--- src/rtl/fetch_pc_unit.sv ---
// Fetch stage: owns the PC, reads instruction memory over req/ack and hands one
// instruction at a time to decode, applying resolved control-flow redirects.
module fetch_pc_unit #(
  parameter int              PC_W     = 12,
  parameter int              INSN_W   = 32,
  parameter logic [PC_W-1:0] RESET_PC = {PC_W{1'b0}}
) (
  input  logic              clock,
  input  logic              reset,
  output logic              imem_req,
  output logic [PC_W-1:0]   imem_addr,
  input  logic              imem_ack,
  input  logic [INSN_W-1:0] imem_rdata,
  output logic              out_valid,
  output logic [INSN_W-1:0] out_insn,
  output logic [PC_W-1:0]   out_pc,
  input  logic              out_ready,
  input  logic              redir_valid,
  input  logic              redir_j,
  input  logic              redir_jal,
  input  logic              redir_jr,
  input  logic              redir_bne,
  input  logic              redir_blt,
  input  logic              redir_bex,
  input  logic              cond_ne,
  input  logic              cond_lt,
  input  logic              cond_rstatus_nz,
  input  logic [PC_W-1:0]   redir_pc,
  input  logic [16:0]       redir_imm,
  input  logic [26:0]       redir_target,
  input  logic [31:0]       redir_rd_val,
  output logic              redir_taken,
  output logic [15:0]       fetch_count
);

  typedef enum logic [1:0] {
    S_IDLE  = 2'd0,
    S_FETCH = 2'd1,
    S_DROP  = 2'd2,
    S_HOLD  = 2'd3
  } state_t;

  state_t              r_state;
  state_t              w_state_nxt;
  logic [PC_W-1:0]     r_pc;
  logic [PC_W-1:0]     w_pc_nxt;
  logic [PC_W-1:0]     w_target;
  logic [PC_W-1:0]     w_br_target;
  logic [PC_W-1:0]     r_addr;
  logic                r_req;
  logic                r_valid;
  logic [INSN_W-1:0]   r_insn;
  logic [PC_W-1:0]     r_out_pc;
  logic [15:0]         r_count;
  logic                w_taken;
  logic                w_load_out;
  logic                w_accept;
  logic                w_squash;

  function automatic logic [PC_W-1:0] sext_imm(input logic [16:0] imm);
    logic [PC_W-1:0] res;
    for (int i = 0; i < PC_W; i++) begin
      res[i] = imm[(i < 17) ? i : 16];
    end
    return res;
  endfunction

  assign w_taken = redir_valid & (redir_jr | redir_j | redir_jal |
                                  (redir_bex & cond_rstatus_nz) |
                                  (redir_blt & cond_lt) |
                                  (redir_bne & cond_ne));

  // Redirect target, jr first, then absolute jumps/bex, then relative branches.
  always_comb begin
    w_br_target = redir_pc + {{(PC_W-1){1'b0}}, 1'b1} + sext_imm(redir_imm);
    if (redir_jr) begin
      w_target = redir_rd_val[PC_W-1:0];
    end else if (redir_j | redir_jal | redir_bex) begin
      w_target = redir_target[PC_W-1:0];
    end else begin
      w_target = w_br_target;
    end
  end

  // Next state and next PC.
  always_comb begin
    w_state_nxt = r_state;
    w_pc_nxt    = r_pc;
    w_load_out  = 1'b0;
    w_accept    = 1'b0;
    w_squash    = 1'b0;
    case (r_state)
      S_IDLE: begin
        w_state_nxt = S_FETCH;
      end
      S_FETCH: begin
        if (imem_ack && !w_taken) begin
          w_load_out  = 1'b1;
          w_pc_nxt    = r_pc + {{(PC_W-1){1'b0}}, 1'b1};
          w_state_nxt = S_HOLD;
        end else if (imem_ack) begin
          w_pc_nxt    = w_target;
        end else if (w_taken) begin
          w_pc_nxt    = w_target;
          w_state_nxt = S_DROP;
        end else begin
          w_state_nxt = S_FETCH;
        end
      end
      S_DROP: begin
        // The stale request is still outstanding; its data is thrown away.
        if (w_taken) begin
          w_pc_nxt = w_target;
        end else begin
          w_pc_nxt = r_pc;
        end
        if (imem_ack) begin
          w_state_nxt = S_FETCH;
        end else begin
          w_state_nxt = S_DROP;
        end
      end
      S_HOLD: begin
        if (w_taken) begin
          w_squash    = 1'b1;
          w_pc_nxt    = w_target;
          w_state_nxt = S_FETCH;
        end else if (out_ready) begin
          w_accept    = 1'b1;
          w_state_nxt = S_FETCH;
        end else begin
          w_state_nxt = S_HOLD;
        end
      end
      default: begin
        w_state_nxt = S_IDLE;
      end
    endcase
  end

  // State, PC, memory request and decode-side output registers.
  always_ff @(posedge clock) begin
    if (!reset) begin
      r_state  <= S_IDLE;
      r_pc     <= RESET_PC;
      r_req    <= 1'b0;
      r_addr   <= {PC_W{1'b0}};
      r_valid  <= 1'b0;
      r_insn   <= {INSN_W{1'b0}};
      r_out_pc <= {PC_W{1'b0}};
      r_count  <= 16'd0;
    end else begin
      r_state <= w_state_nxt;
      r_pc    <= w_pc_nxt;
      r_req   <= (w_state_nxt == S_FETCH) || (w_state_nxt == S_DROP);
      if (w_state_nxt == S_FETCH) begin
        r_addr <= w_pc_nxt;
      end
      if (w_load_out) begin
        r_valid  <= 1'b1;
        r_insn   <= imem_rdata;
        r_out_pc <= r_pc;
      end else if (w_accept || w_squash) begin
        r_valid <= 1'b0;
      end
      if (w_accept) begin
        r_count <= r_count + 16'd1;
      end
    end
  end

  assign imem_req    = r_req;
  assign imem_addr   = r_addr;
  assign out_valid   = r_valid;
  assign out_insn    = r_insn;
  assign out_pc      = r_out_pc;
  assign fetch_count = r_count;
  assign redir_taken = w_taken;

endmodule

--- config.mk ---
export PLATFORM = sky130hd
export DESIGN_NAME = fetch_pc_unit
export DESIGN_NICKNAME = d
export VERILOG_FILES = /design/src/rtl/fetch_pc_unit.sv
export SDC_FILE = /design/constraint.sdc
export NUM_CORES = 1
export LEC_CHECK = 0
export ABC_AREA = 0
export CELL_PAD_IN_SITES_DETAIL_PLACEMENT = 1
export CELL_PAD_IN_SITES_GLOBAL_PLACEMENT = 2
export CORE_MARGIN = 2
export CORE_UTILIZATION = 22
export DETAILED_ROUTE_END_ITERATION = 12
export GPL_ROUTABILITY_DRIVEN = 1
export PLACE_DENSITY_LB_ADDON = 0.1
export SYNTH_ARGS = -nofsm -noshare
export SYNTH_HDL_FRONTEND = slang
export SYNTH_SLANG_ARGS = --single-unit
export TNS_END_PERCENT = 1
--- constraint.sdc ---
create_clock -name clock -period 3 [get_ports clock]
set_input_delay 0.3 -clock clock [delete_from_list [all_inputs] [get_ports clock]]
set_output_delay 0.3 -clock clock [all_outputs]
set_load 0.05 [all_outputs]
# Word-level counts from Yosys, hierarchy flattened
# Index checks and enable logic that the tools add are counted.
dict set report word_totals {
  in_bits 134
  regBits 88
  output_inout_bits 75
  wordCells 57
}
dict set report op_classes {
  n_reduce_logical 7
  n_mux 22
  n_eq_ne 5
  bitwise 11
  addsub 4
}
# cell n
set ops {}
lappend ops {{$mux 12} 5}
lappend ops {{$add 12x1->12 const B} 2}
lappend ops {{$pmux 12 s2} 1}
lappend ops {{$add 16x1->16 const B} 1}
lappend ops {{$add 12x12->12} 1}
lappend ops {{$mux 2} 6}
lappend ops {{$mux 1} 9}
lappend ops {{$pmux 2 s4} 1}
lappend ops {{$or 1x1->1} 7}
lappend ops {{$eq 2x2->1 const B} 3}
lappend ops {{$and 1x1->1} 4}
lappend ops {{$eq 2x1->1 const B} 2}
lappend ops {{$logic_not 2->1} 1}
lappend ops {{$logic_or 1x1->1} 2}
lappend ops {{$reduce_bool 2->1} 1}
lappend ops {{$reduce_or 2->1} 1}
lappend ops {{$logic_and 1x1->1} 1}
lappend ops {{$logic_not 1->1} 1}

# Depth between registers and ports, before layout
dict set report logic_depth {
  ltp_word 12
  depth_mapped 15
  mapped_depth_nobuf 11
}

# Least setup slack after synthesis
# OpenSTA, ideal clock, no wires.
dict set report synth_timing {
  path_type {input -> register}
  from {input port redir_jr}
  to {register r_addr[11], in the netlist imem_addr[11]}
  path_slack_ns 0.056
  path_buffers 4
  t_arrival_ns 2.822
  cell_stages 15
  required_ns 2.878
  path_cell_list {clkbuf_1 nor3_1 a21o_1 buf_6 inv_2 buf_2 xnor2_1 nor3b_1 a31oi_1 ha_1 clkbuf_1 inv_1 or3_1 nor3_1 nor3_1}
}
dict set report synth_via {
  elab_chain_len 11
  word_cells_on_any_way 19
}
# element line_no
set synth_lines {}
lappend synth_lines {{start: declaration} 21} ;# input logic redir_jr,
lappend synth_lines {{$or 1x1->1 * (3 in a row)} 68} ;# assign w_taken = redir_valid & (redir_jr | redir_j | redir_jal |
lappend synth_lines {{$or 1x1->1 *} 69} ;# (redir_bex & cond_rstatus_nz) |
lappend synth_lines {{$or 1x1->1 *} 70} ;# (redir_blt & cond_lt) |
lappend synth_lines {{$and 1x1->1 *} 68}
lappend synth_lines {{net redir_taken} 32} ;# output logic redir_taken,
lappend synth_lines {{$mux 2 or $logic_not 1->1 (tied branches)} {103, 97}}
lappend synth_lines {{$mux 2 or $logic_and 1x1->1 (tied branches)} {101, 97}}
lappend synth_lines {{$mux 2} 97} ;# if (imem_ack && !w_taken) begin
lappend synth_lines {{$pmux 2 s4} 92} ;# case (r_state)
lappend synth_lines {{$eq 2x1->1} 156} ;# if (w_state_nxt == S_FETCH) begin
lappend synth_lines {{end signal: assignment} 147} ;# r_addr <= {PC_W{1'b0}};
lappend synth_lines {{end signal: assignment} 157} ;# r_addr <= w_pc_nxt;
lappend synth_lines {{end: declaration} 49} ;# logic [PC_W-1:0] r_addr;
# The timed path passes the listed nets; every way through them passes the cells marked *.
# A chain may end at the register's enable or synchronous reset.

# Worst setup path after layout
dict set report layout_timing {
  from {input port redir_bex}
  to {register r_addr[11], in the netlist imem_addr[11]}
}
dict set report layout_via {
  elab_chain_len 10
  word_cells_on_any_way 20
}
# element line_no
set layout_lines {}
lappend layout_lines {{start: declaration} 24} ;# input logic redir_bex,
lappend layout_lines {{$and 1x1->1} 69}
lappend layout_lines {{$or 1x1->1} 68}
lappend layout_lines {{$or 1x1->1} 69}
lappend layout_lines {{$or 1x1->1} 70}
lappend layout_lines {{$and 1x1->1} 68}
lappend layout_lines {{$mux 2 or $logic_not 1->1 (tied branches)} {103, 97}}
lappend layout_lines {{$mux 2 or $logic_and 1x1->1 (tied branches)} {101, 97}}
lappend layout_lines {{$mux 2} 97}
lappend layout_lines {{$pmux 2 s4} 92}
lappend layout_lines {{$eq 2x1->1} 156}
# Parallel ways exist; a longest one is shown, timed or not.

==> impl_metrics.env <==
export IMPL_synth_top_area_frac=0.385
export IMPL_start_util=0.225
export IMPL_clk_latency_ps=350
export IMPL_syn_num_nets=725
export IMPL_crit_path_end_kind="flip-flop"
export IMPL_hold_viol_final=0
export IMPL_path_class="input port to flip-flop"
export IMPL_final_cells=1025
export IMPL_syn_area_per_cell_um2=7.94
export IMPL_dr_pass1_iters=4
export IMPL_maxCapViolCount=0
export IMPL_synth_async_sr_flop_share=0
export IMPL_crit_buf_inv=3
export IMPL_layout_drive_gt1_share=0.0742
export IMPL_min_from="out_insn[0]"
export IMPL_grt_setup_unrepaired="false"
export IMPL_core_area_um2=20300
export IMPL_layout_min_cycle_time_ps=2640
export IMPL_clk_path_buf_depth=2
export IMPL_yosysTopAreaCell="dfxtp_1"
export IMPL_grt_max_degree=45
export IMPL_reg2regPathDepth=7
export IMPL_synth_edf_count=0
export IMPL_synth_top_family_by_area="simple AND/OR/NAND/NOR gates"
export IMPL_antenna_found_initial=0
export IMPL_cts_resized=0
export IMPL_drt_iter0_drc=132
export IMPL_final_antenna_net_count=0
export IMPL_grt_pass1_wl_um=26800
export IMPL_stdcell_area_um2=6970
export IMPL_timing_fmax_mhz=379
export IMPL_synth_mux_area_frac=0.0112
export IMPL_globalplace_congestion=0.763
export IMPL_synthTopCellsByArea="dfxtp_1 39%, nand2_1 8.9%, a21oi_1 7.2%"
export IMPL_tightestPinTransition_ps=654
export IMPL_fin_hold_ws_ps=453
export IMPL_critPathMaxFanout=4
export IMPL_syn_inst=576
export IMPL_cp_required_ps=3230
export IMPL_pin_count=209
export IMPL_dp_cells=1009
export IMPL_cts_max_level=3
export IMPL_fin_nets=899
export IMPL_synth_compound_area_share=0.212
export IMPL_finalMaxSlewViolations=0
export IMPL_grt_pass1_vias=5144
export IMPL_min_path_type="flip-flop to flip-flop"
export IMPL_yosysSeqAreaShare=0.385
export IMPL_dpl_cell_area_um2=6680
export IMPL_synthFlopType="dfxtp_1"
export IMPL_worstPathCellList="clkdlybuf4s50_1 -> a222oi_1 -> a21o_1 -> inv_2 -> xnor2_1 -> nor3b_1 -> a31oi_1 -> ha_1 -> inv_1 -> or3_1 -> nor3_1 -> nor3_1"
export IMPL_synth_seq_cells=88
export IMPL_setup_ws_ps=363
export IMPL_cellPowerDensity_nw_per_um2=466
export IMPL_vias_per_cell=4.69
export IMPL_yosys_warnings=0
export IMPL_synth_xor_area_frac=0.0479
export IMPL_diodes=0
export IMPL_die_area_um2=21900
export IMPL_post_place_ws_ps=-23.1
export IMPL_crit_top_cell="nor3_1"
export IMPL_outcome="complete, no violations"
export IMPL_io_buffers=168
export IMPL_finalClockSkew_ps=5.82
export IMPL_rows=52
export IMPL_cts_tree="done"
export IMPL_wl_um=16700
export IMPL_arrival_ps=2870
export IMPL_area_growth_pct=52.5
export IMPL_cpLargestDelayFamily="compound AO/OA/AOI/OAI gates"
export IMPL_grt_use_total=0.153
export IMPL_setup_viol=0
export IMPL_reg2reg_from="r_state[0]"
export IMPL_critPathMaxStageDelay_ps=490
export IMPL_cts_setup_buffers=0
export IMPL_clock_sinks=88
export IMPL_r2r_setup_slack_ps=780
export IMPL_crit_start="redir_bex"
export IMPL_route_detailed_drc=0
export IMPL_layout_cells_most_common="clkdlybuf4s50_1"
export IMPL_slew_headroom=0.564
export IMPL_synth_simple_area_share=0.260
export IMPL_grt_overflow=0
export IMPL_synth_area_um2=4570
export IMPL_ys_types=63
export IMPL_leakagePower_nw=2.51
export IMPL_wl_per_cell_um=16.3
export IMPL_dr_total_vias=4805
export IMPL_critPathLaunchType="input port"
export IMPL_crit_slowest_cell="a222oi_1"
export IMPL_peakVddDrop_v=0.000278
export IMPL_die_h_um=148
export IMPL_min_path_cells=2
export IMPL_final_cell_mix="167 x clkdlybuf4s50_1, 108 x nand2_1, 88 x dfxtp_1, 66 x a21oi_1, 42 x nor2_1"
export IMPL_cts_root_buf="clkbuf_16"
export IMPL_synthAdderAreaFrac=0.0427
export IMPL_die_w_um=148
export IMPL_clk_pin_slew_ps=60
export IMPL_finalCritPeriodShare=0.879
export IMPL_numCtsBuffers=9
export IMPL_cts_hold_repair_buffers=0
export IMPL_worstSetupPathDepth=12
export IMPL_dp_hpwl_um=12800
report_power, final:
part / switching (mW) / internal (mW) / leakage [nW]
clock network: 0.483 / 0.650 / 0.139
registers: 0.0620 / 1.23 / 0.716
logic: 0.466 / 0.353 / 1.65
stage by stage:
stage                     power, mW  TNS (ps)   util
after floorplan                1.76         0      -
after global placement         2.14         0  0.329
after detailed placement       2.15     -23.1  0.329
after CTS                      3.32         0  0.343
after global routing           3.43         0  0.343
final                          3.25         0  0.343
metal layers:
metal | up-vias | global-route usage | part of all wire
li1 | 2392 | - | -
met1 | 2305 | 0.188 | 0.45
met2 | 97 | 0.273 | 0.50
met3 | 11 | 0.0340 | 0.042
met4 | 0 | 0.0362 | 0.010
met5 | - | 0 | 0
tightest hold or removal path, stage by stage, from the launching register on:
cell and delay, ps:
dfxtp_1 310, nand2_1 50, a21oi_1 50
flip-flops by register name (all words and copies together), names as in the netlist:
signal / cells
out_valid: 1
out_insn: 32
r_pc: 12
r_state: 2
imem_addr: 12
out_pc: 12
imem_req: 1
fetch_count: 16
synthesized netlist by cell type (5+ instances only):
library cell    n
a211oi_1        7
a21o_1          6
a21oi_1        66
a31oi_1         7
and2_1          8
and3_1          7
buf_2           7
clkbuf_1       25
dfxtp_1        88
ha_1           14
inv_1           9
nand2_1       108
nand2b_1        5
nand3_1        16
nand4_1         7
nor2_1         42
nor2b_1         7
nor3_1         11
nor4_1          5
o21ai_0        26
o31a_1          6
or3_1           5
xnor2_1        12
xor2_1         13
cell type report:
class / count / area [um^2]
inverters: 11 / 41.3
repair buffers: 197 / 1910
clock buffers: 10 / 229
well taps: 270 / 338
clock inverters: 6 / 67.6
multi-input cells: 443 / 2630
flip-flops and latches: 88 / 1760
fillers: 2396 / 13300
final timing paths:
check | endpoint
worst max-delay path | imem_addr[11]
worst min register to register | out_insn[0]
worst min-delay path | out_insn[0]
worst max register to register | imem_addr[11]
logic make-up after synthesis:
group,after synthesis
AND/OR/NAND/NOR,243
flip-flops,88
AO/OA/AOI/OAI,155
multiplexers,5
XOR/XNOR,25
buffers and inverters,45
adder cells (fa/ha/maj),15
Note: power is estimated with default switching activity, not from simulation.
